File: src/rtl/addsub_accumulator.sv
// rtl/addsub_accumulator.sv - signed add/subtract frame accumulator with sticky overflow and operand count
// Optional clamping on overflow: define ADDSUB_ACC_SATURATE_EN (default build wraps).
module addsub_accumulator #(
    parameter int WIDTH = 8,
    parameter int CNT_W = 8
) (
    input  logic             clk,
    input  logic             rst,
    input  logic             in_valid,
    output logic             in_ready,
    input  logic [WIDTH-1:0] in_data,
    input  logic             in_op,
    input  logic             in_last,
    output logic             out_valid,
    input  logic             out_ready,
    output logic [WIDTH-1:0] out_acc,
    output logic             out_overflow,
    output logic [CNT_W-1:0] out_count
);

    typedef enum logic {ACCUM, DONE} state_t;

    state_t           state;
    logic [WIDTH-1:0] acc;
    logic             ovf;
    logic [CNT_W-1:0] count;

    logic [WIDTH:0]   tmp;
    logic             step_ovf;
    logic [WIDTH-1:0] acc_next;
    logic             ovf_next;
    logic [CNT_W-1:0] count_next;

    // Next-state arithmetic for one operand: one-bit-wider sum/difference, overflow when top two bits differ
    always_comb begin
        tmp = '0;
        if (in_op)
            tmp = {acc[WIDTH-1], acc} - {in_data[WIDTH-1], in_data};
        else
            tmp = {acc[WIDTH-1], acc} + {in_data[WIDTH-1], in_data};
        step_ovf = tmp[WIDTH] ^ tmp[WIDTH-1];
`ifdef ADDSUB_ACC_SATURATE_EN
        if (step_ovf)
            acc_next = tmp[WIDTH] ? {1'b1, {(WIDTH-1){1'b0}}} : {1'b0, {(WIDTH-1){1'b1}}};
        else
            acc_next = tmp[WIDTH-1:0];
`else
        acc_next = tmp[WIDTH-1:0];
`endif
        ovf_next   = ovf | step_ovf;
        count_next = (&count) ? count : count + 1'b1;
    end

    // Frame control: accumulate operands in ACCUM, present the registered result in DONE
    always_ff @(posedge clk) begin
        if (rst) begin
            state        <= ACCUM;
            acc          <= '0;
            ovf          <= 1'b0;
            count        <= '0;
            in_ready     <= 1'b1;
            out_valid    <= 1'b0;
            out_acc      <= '0;
            out_overflow <= 1'b0;
            out_count    <= '0;
        end else begin
            case (state)
                ACCUM: begin
                    if (in_valid && in_ready) begin
                        acc   <= acc_next;
                        ovf   <= ovf_next;
                        count <= count_next;
                        if (in_last) begin
                            state        <= DONE;
                            in_ready     <= 1'b0;
                            out_valid    <= 1'b1;
                            out_acc      <= acc_next;
                            out_overflow <= ovf_next;
                            out_count    <= count_next;
                        end
                    end
                end
                DONE: begin
                    if (out_ready) begin
                        state     <= ACCUM;
                        in_ready  <= 1'b1;
                        out_valid <= 1'b0;
                        acc       <= '0;
                        ovf       <= 1'b0;
                        count     <= '0;
                    end
                end
                default: begin
                    state     <= ACCUM;
                    in_ready  <= 1'b1;
                    out_valid <= 1'b0;
                end
            endcase
        end
    end

endmodule
File: config.mk
export PLATFORM = sky130hd
export DESIGN_NAME = addsub_accumulator
export DESIGN_NICKNAME = d
export VERILOG_FILES = /design/src/rtl/addsub_accumulator.sv
export SDC_FILE = /design/constraint.sdc
export NUM_CORES = 1
export LEC_CHECK = 0
export ABC_AREA = 1
export CAP_MARGIN = 10
export CORE_MARGIN = 4
export CORE_UTILIZATION = 50
export CTS_BUF_LIST = sky130_fd_sc_hd__clkbuf_4 sky130_fd_sc_hd__clkbuf_8
export DETAILED_ROUTE_END_ITERATION = 7
export MAX_ROUTING_LAYER = met4
export PLACE_DENSITY = 0.75
export RECOVER_POWER = 25
export SLEW_MARGIN = 20
export SYNTH_ARGS = -nofsm -noshare
export SYNTH_HDL_FRONTEND = slang
export SYNTH_SLANG_ARGS = --single-unit
File: constraint.sdc
create_clock -name clk -period 4.21 [get_ports clk]
set_input_delay 1.263 -clock clk [delete_from_list [all_inputs] [get_ports clk]]
set_output_delay 1.263 -clock clk [all_outputs]
set_load 0.01 [all_outputs]
# ---- After elaboration in Yosys (flattened, before gate mapping)
# Cells that the tools add are included.
# Widths: inputs -> output; s select.
dict set report totals {
  ff_bits 37
  out_inout_bits 19
  elab_cells 44
}
dict set report classes {
  n_addsub 3
  n_eq_ne 3
  mux 21
  n_bitwise 3
  n_reduce_logical 5
}
# operator count
set ops {}
lappend ops {{$mux 8} 4}
lappend ops {{$pmux 8 s2} 2}
lappend ops {{$mux 1} 10}
lappend ops {{$add 8x8->9} 1}
lappend ops {{$mux 9} 1}
lappend ops {{$sub 8x8->9} 1}
lappend ops {{$add 8x1->8 const B} 1}
lappend ops {{$pmux 1 s2} 4}
lappend ops {{$reduce_and 8->1} 1}
lappend ops {{$ne 2x2->1 const B} 3}
lappend ops {{$reduce_and 3->1} 2}
lappend ops {{$reduce_and 2->1} 1}
lappend ops {{$logic_and 1x1->1} 1}
lappend ops {{$not 1->1} 1}
lappend ops {{$or 1x1->1} 1}
lappend ops {{$xor 1x1->1} 1}

# ---- Depth between registers and ports, before layout
# Gate-level depths: netlist of run 1.
dict set report logic_depth {
  depth_word 6
  ltp_mapped 21
  ltp_nobuf 21
}

# ---- Worst setup path before layout of run 1
# Ideal clock, no wire load.
dict set report synth_timing {
  path_kind {input -> register}
  startpoint {in in_data[0]}
  endpoint {reg out_overflow}
  setup_time_ns 0.109
  arrival_time_ns 3.074
  required_ns 4.101
  slack_ns 1.027
  path_stages 20
  path_buffers 0
  cell_sequence {inv_1 -> ha_1 -> inv_1 -> nor2_1 -> inv_1 -> o21ai_0 -> xnor2_1 -> inv_1 -> ha_1 -> nand2_1 -> nor2_1 -> nand2_1 -> nand2_1 -> nand3_1 -> nand2_1 -> nand2_1 -> nand2_1 -> nand3_1 -> nand2_1 -> inv_1}
}
dict set report synth_between {
  elab_chain_cells 4
  word_cells_on_any_way 5
}
# item line_no
set synth_lines {}
lappend synth_lines {{from (decl)} 11} ;# input logic [WIDTH-1:0] in_data,
lappend synth_lines {{$add 8x8->9 or $sub 8x8->9 (tied branches)} {40, 38}}
lappend synth_lines {{$mux 9 (*)} 37} ;# if (in_op)
lappend synth_lines {{$xor 1x1->1 (*)} 41} ;# step_ovf = tmp[WIDTH] ^ tmp[WIDTH-1];
lappend synth_lines {{$or 1x1->1 (*)} 50} ;# ovf_next = ovf | step_ovf;
lappend synth_lines {{to (signal assigned)} 78} ;# out_overflow <= ovf_next;
lappend synth_lines {{to (decl)} 17} ;# output logic out_overflow,
# Every way passes the cells marked *; elsewhere a longest branch is shown, timed or not.
# A chain may end at the register's enable or synchronous reset.

# ---- Worst setup path after layout of run 1
dict set report layout_timing {
  startpoint {in in_data[2]}
  endpoint {reg out_overflow}
}
# Same word-level chain as after synthesis.

==> results of run 1 <==
worst min-delay path, delay by kind of cell (launching register included):
kind             cells  cell delay [ps]
AND/OR/NAND/NOR      2              100
flip-flops           1              330
cells in the mapped netlist:
cell                       number  share of area [%]
sky130_fd_sc_hd__a211oi_1       2               0.72
sky130_fd_sc_hd__a21oi_1       25                6.0
sky130_fd_sc_hd__a22oi_1        2               0.72
sky130_fd_sc_hd__a31oi_1        1               0.30
sky130_fd_sc_hd__buf_2          2               0.48
sky130_fd_sc_hd__bufinv_8       1               0.85
sky130_fd_sc_hd__clkbuf_1       6                1.1
sky130_fd_sc_hd__dfxtp_1       37                 36
sky130_fd_sc_hd__fa_1           1               0.97
sky130_fd_sc_hd__ha_1          10                6.0
sky130_fd_sc_hd__inv_1         45                8.2
sky130_fd_sc_hd__nand2_1       62                 11
sky130_fd_sc_hd__nand2_2        1               0.30
sky130_fd_sc_hd__nand3_1       10                2.4
sky130_fd_sc_hd__nand4_1        1               0.30
sky130_fd_sc_hd__nor2_1        32                5.8
sky130_fd_sc_hd__nor2_2         1               0.30
sky130_fd_sc_hd__nor2_4         2                1.1
sky130_fd_sc_hd__nor3_1         1               0.24
sky130_fd_sc_hd__nor3_2         1               0.48
sky130_fd_sc_hd__nor4_1         1               0.30
sky130_fd_sc_hd__o211ai_1       1               0.36
sky130_fd_sc_hd__o21a_1         2               0.72
sky130_fd_sc_hd__o21ai_0       19                4.6
sky130_fd_sc_hd__o21ai_1        5                1.2
sky130_fd_sc_hd__o31ai_1        2               0.72
sky130_fd_sc_hd__o32ai_1        4                1.7
sky130_fd_sc_hd__or2_1          2               0.60
sky130_fd_sc_hd__or2_2          2               0.60
sky130_fd_sc_hd__xnor2_1        6                2.5
sky130_fd_sc_hd__xor2_1         8                3.4
per-layer routing:
metal,track usage [%],part of all wire [%]
met1,20.7,44
met2,32.9,50
met3,3.60,4.5
met4,6.35,1.5
met5,-,0
power by group through the flow:
stage               Combinational, uW  Sequential (uW)  Clock (uW)
finish                            296              402         322
global route                      335              406         340
CTS                               303              402         330
detailed placement                302              410           0
global placement                  296              410           0
floorplan                         201              414           0
path summary, 6_finish.rpt:
check | endpoint
worst max-delay path | out_overflow
worst min-delay path | in_ready
worst max register to register | out_overflow
worst min register to register | in_ready
metrics by stage:
| stage | power (uW) | worst slack [ps] | instance area, um2 | hold slack (ps) |
|---|---|---|---|---|
| 2_1_floorplan | 615 | 1030 | 2070 | 445 |
| 3_3_place_gp | 706 | 267 | 2440 | 445 |
| 3_5_place_dp | 712 | 218 | 2440 | 454 |
| 4_1_cts | 1030 | 531 | 2560 | 466 |
| 5_1_grt | 1080 | 245 | 2560 | 493 |
| 6_report | 1020 | 548 | 2560 | 462 |
registers in the layout, summed over array words and instances, names as in the netlist:
name          count
out_overflow      1
out_count         8
ovf               1
state             1
acc               8
count             8
in_ready          1
out_valid         1
out_acc           8
cell families after synthesis:
family / count (synthesis) / share of synthesized area [%]
AOI/OAI and AO/OA: 63 / 17.1
xor gates and xnor gates: 14 / 5.92
adders and majority gates: 11 / 7.00
buffers and inverters: 54 / 10.6
DFF: 37 / 35.7
and+or+nand+nor: 116 / 23.7
final cells by class:
type / instances / area (um2)
well taps: 50 / 62.6
flip-flops and latches: 37 / 741
clock inverters: 2 / 37.5
multi-input cells: 204 / 1110
fillers: 381 / 1440
clock buffers: 6 / 82.6
repair buffers: 35 / 343
inverters: 46 / 186
==> results.md, run 1 <==
Timing:
- In this run the tightest slew margin relative to its limit is 35.9%.
- The number of failing hold endpoints at the final stage came to 0.
- The setup total negative slack is 0 ps.
- The clock period minus worst slack is 3660 ps.
- Setup repair after global routing left no endpoint under its margin.
- The count of final max-slew check failures is 0.
- The final-report setup violation count is 0.
- Of the available clock period, the critical path in the final layout requires 87.0%.
- The final worst clock skew is 8.30 ps.
- For the pin with the worst max-slew slack, the measured transition is 958 ps.
- Based on the critical path, the design can be clocked at up to 273 MHz.

Route:
- The number of routed nets with antenna violations is 0.
- The routed layout has 1,901 vias.
- The sum of routed wire length over all layers is 4460 um.
- After detailed routing, the average wire length per cell comes to 11.7 um.
- After detailed routing, the number of vias per cell comes to 5.00.
- The DRC violations left is 0.
- The first TritonRoute pass finished after 7 iterations.
- The first routing iteration left 116 violations.

Worst setup path:
- The worst reg-to-reg setup slack is 2220 ps.
- In this run the number of cells on the critical path is 18.
- Traced cell by cell, the critical path runs through clkdlybuf4s50_1 -> nor3_1 -> nand2_1 -> o31ai_1 -> xnor2_1 -> inv_1 -> ha_1 -> nand2_1 -> o21ai_0 -> inv_1 -> nand2_1 -> nand3_1 -> nand2_1 -> nand2_1 -> nand2_1 -> nand3_1 -> nand2_1 -> inv_1.
- In this run the worst path has a maximum fanout of 4.
- STA classifies the critical path startpoint as an input pin.
- The number of cells on the worst reg-to-reg path is 13.
- The setup path with the least slack is of type in -> reg.
- The critical path starts at in_data[2].
- The worst setup path is captured at a flop.
- The family of cells with the greatest summed delay on the critical path is simple AND/OR/NAND/NOR gates.
- The required time of the critical path is 4410 ps.
- The dominant cell type by count on the critical path is sky130_fd_sc_hd__nand2_1.
- On the worst path, the slowest cell contributes a delay of 460 ps.
- Together, buffers and inverters on the worst path number 4.
- Data on the critical path arrives at its endpoint at 3860 ps.
- In this run the critical register-to-register path is launched from acc[0].
- On the critical path, the stage with the largest delay is an instance of sky130_fd_sc_hd__clkdlybuf4s50_1.

Final layout:
- Of the cells placed in the final design, the portion with a size suffix greater than 1 is 5.76%.
- Relative to the synthesized area, the layout overhead comes to 23.8%.
- The post-layout instance count excluding filler cells is 380.
- The repair_antennas step left the layout with diodes totalling 0.
- The leading cell type in the layout, fill and taps excluded is sky130_fd_sc_hd__nand2_1.
- The library cells used most frequently in the layout, excluding fill and tap cells, are sky130_fd_sc_hd__nand2_1, sky130_fd_sc_hd__inv_1, sky130_fd_sc_hd__dfxtp_1.
- The share of the core filled with cells in the final layout is 64.1%.
- The number of nets in the layout is 354.

GRT:
- Global routing consumed, over all layers together, 18.5% of the routing resources.
- The initial antenna violation count is 0.
- The first global-routing pass estimated 7490 um of wire.
- The maximum number of pins on one net before global-route repair is 24.
- The via count of the first global-routing pass is 1,776.
- For this run the aggregate overflow at the end of global routing stands at 0.

Pwr:
- Combinational logic burns 29.1% of the power.
- The switching fraction of total power is 31.2%.
- The total power per unit cell area is 398 mW/mm2.
- The net switching component of the power is 318 uW.
- In this run, flip-flops and latches consume 39.4% of the power.
- The internal power is 702 uW.
- The largest voltage drop on the vdd net is 0.190 mV.
- Of the total power, the clock network draws 31.5%.
- The analysis attributes to cell leakage a power of 0.00118 uW.

Synth:
- A synthesized cell averages 7.02 um2.
- The cell area after technology mapping is 0.00207 mm2.
- For this run, the number of Yosys warnings is 0.
- Synthesis inferred 37 register bits.
- Yosys mapped the design onto 31 distinct sky130hd cell types.
- The register area share after synthesis is 35.7%.
- The cell count after synthesis is 295.
- The number of nets in the synthesized netlist is 320.

CTS:
- The clock drives 37 sinks.
- The clock transition at the registers of the reported paths is 80 ps.
- The cell at the root of the clock tree is sky130_fd_sc_hd__clkbuf_8.
- The number of setup buffers added after CTS is 0.
- TritonCTS built the clock tree.
- The number of H-tree levels is 2.
- The hold buffer count at cts is 0.
- The total clock buffers created by CTS is 5.
- After clock tree synthesis, the repair step resized 0 gates.
- The later pin in the worst-skew pair is clocked with a latency of 290 ps.
- The number of buffers on the longest clock path is 2.

Placed design:
- The HPWL after detailed placement is 3490 um.
- During placement, the flow inserted port buffers numbering 32.
- The post-placement cell count is 372.
- The weighted congestion at the end of routability-driven global placement is 0.844.

Floorplan:
- The width of the die is 72.4 um.
- The floorplan step defined a die boundary enclosing 0.00524 mm2.
- The starting density of the core is 51.8%.
- The area of the core is 0.00400 mm2.
- The y dimension of the die is 72.4 um.
- The floorplan has 23 rows.
- The I/O pin count is 33.

Status:
- The run finished with clean final reports.

Flow run:
- The tool flagged a number of max-cap violations equal to 0.

Min path:
- The worst hold path begins at in_ready.
- The worst hold path passes through 2 cells.
- The type of the worst min-delay path is reg -> reg.
No activity file was read; power rests on OpenSTA's default activity.
==> inputs of run 2 (changes only) <==
TNS_END_PERCENT = 5   (was not set)
==> results of run 2 <==
The final DEF is identical to that of run 1; final timing and power are the same.
